<file path="config.mk">
export PLATFORM = sky130hd
export DESIGN_NAME = serial_adder_tmr_flat
export DESIGN_NICKNAME = d
export VERILOG_FILES = /design/src/rtl/serial_adder_tmr_if.sv /design/src/rtl/serial_adder_tmr.sv /design/src/flat_wrapper.sv
export SDC_FILE = /design/constraint.sdc
export NUM_CORES = 1
export LEC_CHECK = 0
export ABC_CLOCK_PERIOD_IN_PS = 1400
export CAP_MARGIN = 20
export CORE_MARGIN = 8
export CORE_UTILIZATION = 46
export DETAILED_ROUTE_END_ITERATION = 8
export MAX_ROUTING_LAYER = met4
export PLACE_DENSITY_LB_ADDON = 0.05
export SYNTH_ARGS = -nofsm -noshare
export SYNTH_HDL_FRONTEND = slang
export SYNTH_SLANG_ARGS = --single-unit
</file>
<file path="constraint.sdc">
create_clock -name clk -period 1.4 [get_ports clk]
set_input_delay 0.35 -clock clk [delete_from_list [all_inputs] [get_ports clk]]
set_output_delay 0.35 -clock clk [all_outputs]
set_load 0.01 [all_outputs]
</file>
<file path="src/rtl/serial_adder_tmr_if.sv">
// Handshake and operand/result bundle for the bit-serial TMR adder.
// The master side requests an addition; the slave side (the adder) reports the result.
interface serial_adder_tmr_if #(
  parameter int WIDTH = 8
);
  logic             start;
  logic [WIDTH-1:0] a;
  logic [WIDTH-1:0] b;
  logic             cin;
  logic             busy;
  logic             done;
  logic [WIDTH-1:0] sum;
  logic             cout;
  logic             carry_err;

  modport master (
    output start, a, b, cin,
    input  busy, done, sum, cout, carry_err
  );

  modport slave (
    input  start, a, b, cin,
    output busy, done, sum, cout, carry_err
  );
endinterface

</file>
<file path="src/rtl/serial_adder_tmr.sv">
// Bit-serial adder: one fulladder stage, with operand shifters, a bit counter and a
// triplicated, majority-voted carry feedback register that is rewritten every cycle.

module fulladder (
  input  logic a,
  input  logic b,
  input  logic cin,
  output logic s,
  output logic cout
);
  assign s    = a ^ b ^ cin;
  assign cout = (a & b) | (cin & (a ^ b));
endmodule

module serial_adder_tmr #(
  parameter int WIDTH = 8,
  parameter int CNT_W = $clog2(WIDTH + 1)
) (
  input  logic                clk,
  input  logic                rst_n,
  serial_adder_tmr_if.slave   bus
);
  typedef enum logic {IDLE = 1'b0, RUN = 1'b1} state_t;

  function automatic logic maj3(input logic x, input logic y, input logic z);
    return (x & y) | (x & z) | (y & z);
  endfunction

  state_t           state_q, state_d;
  logic [WIDTH-1:0] a_sh_q, a_sh_d;
  logic [WIDTH-1:0] b_sh_q, b_sh_d;
  logic [WIDTH-1:0] sum_sh_q, sum_sh_d;
  logic [WIDTH-1:0] sum_q, sum_d;
  logic [CNT_W-1:0] cnt_q, cnt_d;
  logic             c0_q, c0_d, c1_q, c1_d, c2_q, c2_d;
  logic             busy_q, busy_d;
  logic             done_q, done_d;
  logic             cout_q, cout_d;
  logic             err_q, err_d;
  logic             cv_s, fa_s_s, fa_co_s;

  assign cv_s = maj3(c0_q, c1_q, c2_q);

  fulladder u_fa (
    .a    (a_sh_q[0]),
    .b    (b_sh_q[0]),
    .cin  (cv_s),
    .s    (fa_s_s),
    .cout (fa_co_s)
  );

  // Next-state and datapath update for the IDLE/RUN sequencer.
  always_comb begin
    state_d  = state_q;
    a_sh_d   = a_sh_q;
    b_sh_d   = b_sh_q;
    sum_sh_d = sum_sh_q;
    sum_d    = sum_q;
    cnt_d    = cnt_q;
    c0_d     = c0_q;
    c1_d     = c1_q;
    c2_d     = c2_q;
    busy_d   = busy_q;
    done_d   = 1'b0;
    cout_d   = cout_q;
    err_d    = err_q;
    case (state_q)
      IDLE: begin
        if (bus.start) begin
          a_sh_d  = bus.a;
          b_sh_d  = bus.b;
          c0_d    = bus.cin;
          c1_d    = bus.cin;
          c2_d    = bus.cin;
          cnt_d   = {CNT_W{1'b0}};
          err_d   = 1'b0;
          busy_d  = 1'b1;
          state_d = RUN;
        end else begin
          state_d = IDLE;
        end
      end
      RUN: begin
        sum_sh_d            = sum_sh_q >> 1;
        sum_sh_d[WIDTH-1]   = fa_s_s;
        a_sh_d              = a_sh_q >> 1;
        b_sh_d              = b_sh_q >> 1;
        // Reloading every copy from the voted result scrubs a single upset each cycle.
        c0_d                = fa_co_s;
        c1_d                = fa_co_s;
        c2_d                = fa_co_s;
        cnt_d               = cnt_q + CNT_W'(1);
        if ((c0_q != c1_q) || (c1_q != c2_q)) begin
          err_d = 1'b1;
        end else begin
          err_d = err_q;
        end
        if (cnt_q == CNT_W'(WIDTH - 1)) begin
          sum_d   = sum_sh_d;
          cout_d  = fa_co_s;
          done_d  = 1'b1;
          busy_d  = 1'b0;
          state_d = IDLE;
        end else begin
          state_d = RUN;
        end
      end
      default: begin
        state_d = IDLE;
        busy_d  = 1'b0;
      end
    endcase
  end

  // State and datapath registers with asynchronous clear.
  always_ff @(posedge clk or negedge rst_n) begin
    if (!rst_n) begin
      state_q  <= IDLE;
      a_sh_q   <= {WIDTH{1'b0}};
      b_sh_q   <= {WIDTH{1'b0}};
      sum_sh_q <= {WIDTH{1'b0}};
      sum_q    <= {WIDTH{1'b0}};
      cnt_q    <= {CNT_W{1'b0}};
      c0_q     <= 1'b0;
      c1_q     <= 1'b0;
      c2_q     <= 1'b0;
      busy_q   <= 1'b0;
      done_q   <= 1'b0;
      cout_q   <= 1'b0;
      err_q    <= 1'b0;
    end else begin
      state_q  <= state_d;
      a_sh_q   <= a_sh_d;
      b_sh_q   <= b_sh_d;
      sum_sh_q <= sum_sh_d;
      sum_q    <= sum_d;
      cnt_q    <= cnt_d;
      c0_q     <= c0_d;
      c1_q     <= c1_d;
      c2_q     <= c2_d;
      busy_q   <= busy_d;
      done_q   <= done_d;
      cout_q   <= cout_d;
      err_q    <= err_d;
    end
  end

  assign bus.busy      = busy_q;
  assign bus.done      = done_q;
  assign bus.sum       = sum_q;
  assign bus.cout      = cout_q;
  assign bus.carry_err = err_q;
endmodule
</file>
<file path="src/flat_wrapper.sv">
// flat-port wrapper written by rule: the top's interface ports become plain ports
module serial_adder_tmr_flat 
#(
  parameter int WIDTH = 8,
  parameter int CNT_W = $clog2(WIDTH + 1)
)
  (clk, rst_n, bus_start, bus_a, bus_b, bus_cin, bus_busy, bus_done, bus_sum, bus_cout, bus_carry_err);
  serial_adder_tmr_if #(.WIDTH(WIDTH)) bus_i ();
  input  logic clk;
  input  logic rst_n;
  input wire logic [$bits(bus_i.start)-1:0] bus_start;
  input wire logic [$bits(bus_i.a)-1:0] bus_a;
  input wire logic [$bits(bus_i.b)-1:0] bus_b;
  input wire logic [$bits(bus_i.cin)-1:0] bus_cin;
  output wire logic [$bits(bus_i.busy)-1:0] bus_busy;
  output wire logic [$bits(bus_i.done)-1:0] bus_done;
  output wire logic [$bits(bus_i.sum)-1:0] bus_sum;
  output wire logic [$bits(bus_i.cout)-1:0] bus_cout;
  output wire logic [$bits(bus_i.carry_err)-1:0] bus_carry_err;
  assign bus_i.start = bus_start;
  assign bus_i.a = bus_a;
  assign bus_i.b = bus_b;
  assign bus_i.cin = bus_cin;
  assign bus_busy = bus_i.busy;
  assign bus_done = bus_i.done;
  assign bus_sum = bus_i.sum;
  assign bus_cout = bus_i.cout;
  assign bus_carry_err = bus_i.carry_err;
  serial_adder_tmr #(.WIDTH(WIDTH), .CNT_W(CNT_W)) u_core (.clk(clk), .rst_n(rst_n), .bus(bus_i));
endmodule
</file>
==> results.yml <==
placed_design:
  place.gp.congestion: 0.7435
  io_buffers: 30
  hpwlAfterDp_mm: 2.216
critical_path:
  reg2reg_to: "u_core.bus.sum[0]"
  endpoint: "u_core.bus.sum[0]"
  r2r_slack_ns: 0.08
  startpoint_type: "flip-flop"
  critPathArrivalTime_ns: 1.49
  cp_slowest_cell: "dfrtp_1"
  cp_cell_sequence: "ha_2, nand4b_2, mux2_2"
  path_max_fanout: 5
  critPathLaunch: "u_core.cnt_q[0]"
  worst_setup_path_end_kind: "flip-flop"
  r2r_start: "u_core.cnt_q[0]"
  slowest_delay_ns: 0.38
  crit_required_ns: 1.57
  r2r_cells: 3
  critPathKind: "reg -> reg"
clock_network:
  clk_pin_slew_ns: 0.07
  numCtsBuffers: 5
  h-tree-depth: 2
  holdBufCountCts: 0
  cts_root_buffer: "clkbuf_8"
  cts_tree: "built"
  cts.sinks: 40
  clk_path_buf_depth: 2
  insertion_delay_ns: 0.28
hold_path:
  worstHoldPathType: "in -> async"
synthesis:
  avgSynthCellArea_um2: 12.71
  ys_warn_count: 0
  syn_area_um2: 1703
  syn-num-nets: 156
  ys_seq_area_share_pct: 58.78
  synth_cells: 134
  synth_cell_types: 23
  yosys_register_bits: 40
status:
  outcome: "completed"
detailed_routing:
  drt_pass1_iterations: 4
  top_layer_used: "met4"
  wl_met2_mm: 1.518
  route.met3.wl_um: 223
  drt-total-wl_mm: 3.238
  vias_per_cell: 4.917
  vias: 1067
  wirelength_met1_mm: 1.443
  avgRoutedWirePerCell_um: 14.92
  drtIter0Drc: 64
  ant_nets: 0
  drc: 0
timing:
  rsz0062_at_grt: "no"
  maxSlewViolCount: 0
  clock_skew_ns: 0.002957
  clock.fmax_mhz: 755.9
  hold_ws_ns: 0.02237
  min_period_ns: 1.323
  final-setup-viol-count: 0
  min_period_over_period_pct: 94.50
  hold_viol_final: 0
power_and_ir_drop:
  swShare_pct: 31.35
  p_leak_nw: 1.056
  clockPowerShare_pct: 19.1
  total_power_mw: 4.151
  irDropWorstVdd_uv: 1023
  switchingPower_mw: 1.302
  combinationalPowerShare_pct: 34.4
  power.density_nw_per_um2: 1901
  p_int_mw: 2.850
  p_seq_share_pct: 46.5
final_layout:
  final_cell_mix: "dfrtp_1 (40), clkdlybuf4s50_1 (18)"
  n_fill_cell: 303
  layout_commonest_cell: "dfrtp_1"
  syn2layout_area_growth_pct: 28.21
  drive_above_1_share_pct: 19.53
  antennaDiodeCount: 0
  nNetsFinal: 191
floorplanning:
  num_rows: 22
  die_x_um: 76.85
  fp.dieArea_um2: 5905
  initial_core_util_pct: 47.22
  io_pins: 32
  core_area_um2: 3606
  die_h_um: 76.85
global_route:
  first_global_vias: 1130
  overflow: 0
  antenna_found_initial: 0
  grt_pass1_wl_mm: 5.409
  grt.total_usage_pct: 11.73
  grt_max_degree: 41
job:
  cap_violations: 0
[flip-flops by register name, summed over array words and instances, names as in the netlist]
signal / count
u_core.a_sh_q: 8
u_core.b_sh_q: 8
u_core.bus.busy: 1
u_core.bus.cout: 1
u_core.bus.done: 1
u_core.bus.sum: 8
u_core.c0_q: 1
u_core.cnt_q: 4
u_core.state_q: 1
u_core.sum_sh_q: 7
[power by group through the flow]
stage,sequential [mW],combinational [mW],clock (mW)
2_1_floorplan,1.92,0.938,0
3_3_place_gp,1.92,1.47,0
3_5_place_dp,1.94,1.51,0
4_1_cts,1.91,1.44,0.830
5_1_grt,2.00,1.61,0.884
6_report,1.93,1.43,0.793
[what timing repair did]
| action | 4_1_cts | 5_1_grt |
|---|---|---|
| gates resized for setup | 11 | 1 |
| setup endpoints to repair | 11 | 7 |
| gates cloned | 0 | 1 |
| buffers inserted | 0 | 0 |
[synth_stat cells]
library cell / count / area share [%]
dfrtp_1: 40 / 59
buf_2: 4 / 1.2
xor2_1: 1 / 0.51
mux2i_1: 17 / 10
conb_1: 1 / 0.22
buf_4: 2 / 0.88
a22o_1: 1 / 0.51
nand3_1: 1 / 0.29
nand2_1: 17 / 3.7
fa_1: 1 / 1.2
or2b_1: 1 / 0.44
buf_6: 1 / 0.66
clkbuf_1: 1 / 0.22
a21o_1: 1 / 0.44
nor2_1: 5 / 1.1
o21ai_0: 17 / 5.0
nor3b_1: 1 / 0.44
nand4b_4: 1 / 1.4
inv_1: 1 / 0.22
xnor2_1: 1 / 0.51
mux2_2: 17 / 11
a21oi_1: 1 / 0.29
ha_1: 1 / 0.73
[layout make-up]
type	count	area [µm²]	area share, %
clock buffer	7	96.34	4.413
multi-input combinational	86	665.6	30.49
sequential	40	1001	45.85
tap	48	60.06	2.751
inverter	1	3.754	0.1719
timing repair buffer	35	356.6	16.33
[metal layers]
layer  track usage (%)  vias to the layer above
li1                  -                      530
met3             5.828                        6
met2             18.01                       27
met1             12.91                      504
met5                 -                        -
met4             4.038                        0
[worst min path at each step]
stage               startpoint                 to  slack [ns]  cells after the start
global route             rst_n   u_core.b_sh_q[2]        0.04                      2
finish                   rst_n  u_core.bus.sum[5]        0.02                      2
CTS                      rst_n   u_core.b_sh_q[4]        0.02                      2
detailed placement       rst_n   u_core.b_sh_q[2]        0.33                      2
floorplan                rst_n   u_core.a_sh_q[0]        0.05                      0
global placement         rst_n   u_core.b_sh_q[2]        0.33                      2
[critical path: cells and delay by family (launching register included)]
kind | cells | cell delay, ns
DFF | 1 | 0.38
muxes | 1 | 0.33
and+or+nand+nor | 1 | 0.23
adders and majority gates | 1 | 0.27
[cell families (layout without fill, tap and decap cells)]
| family | Yosys count | count (layout) | share of synthesized area [%] |
|---|---|---|---|
| AND/OR/NAND/NOR | 26 | 27 | 7.421 |
| other | 1 | 1 | 0.2202 |
| XOR/XNOR | 2 | 2 | 1.029 |
| buffers and inverters | 9 | 43 | 3.159 |
| flip-flops | 40 | 40 | 58.78 |
| adder cells (fa/ha/maj) | 2 | 2 | 1.910 |
| AO/OA/AOI/OAI | 20 | 20 | 6.245 |
| multiplexers | 34 | 34 | 21.23 |
[stage by stage]
step / instances / utilization [%] / instance area [µm²] / setup WS, ns / setup TNS, ns
final: 217 / 60.55 / 2183 / 0.07699 / 0
after global routing: 217 / 60.55 / 2183 / 0.008857 / 0
after CTS: 216 / 60.06 / 2166 / 0.02974 / 0
after detailed placement: 209 / 57.77 / 2083 / -0.1681 / -1.872
after global placement: 209 / 57.77 / 2083 / -0.08701 / -1.255
after floorplan: 134 / - / 1703 / 0.1384 / 0
Power figures use the tool's default switching activity.
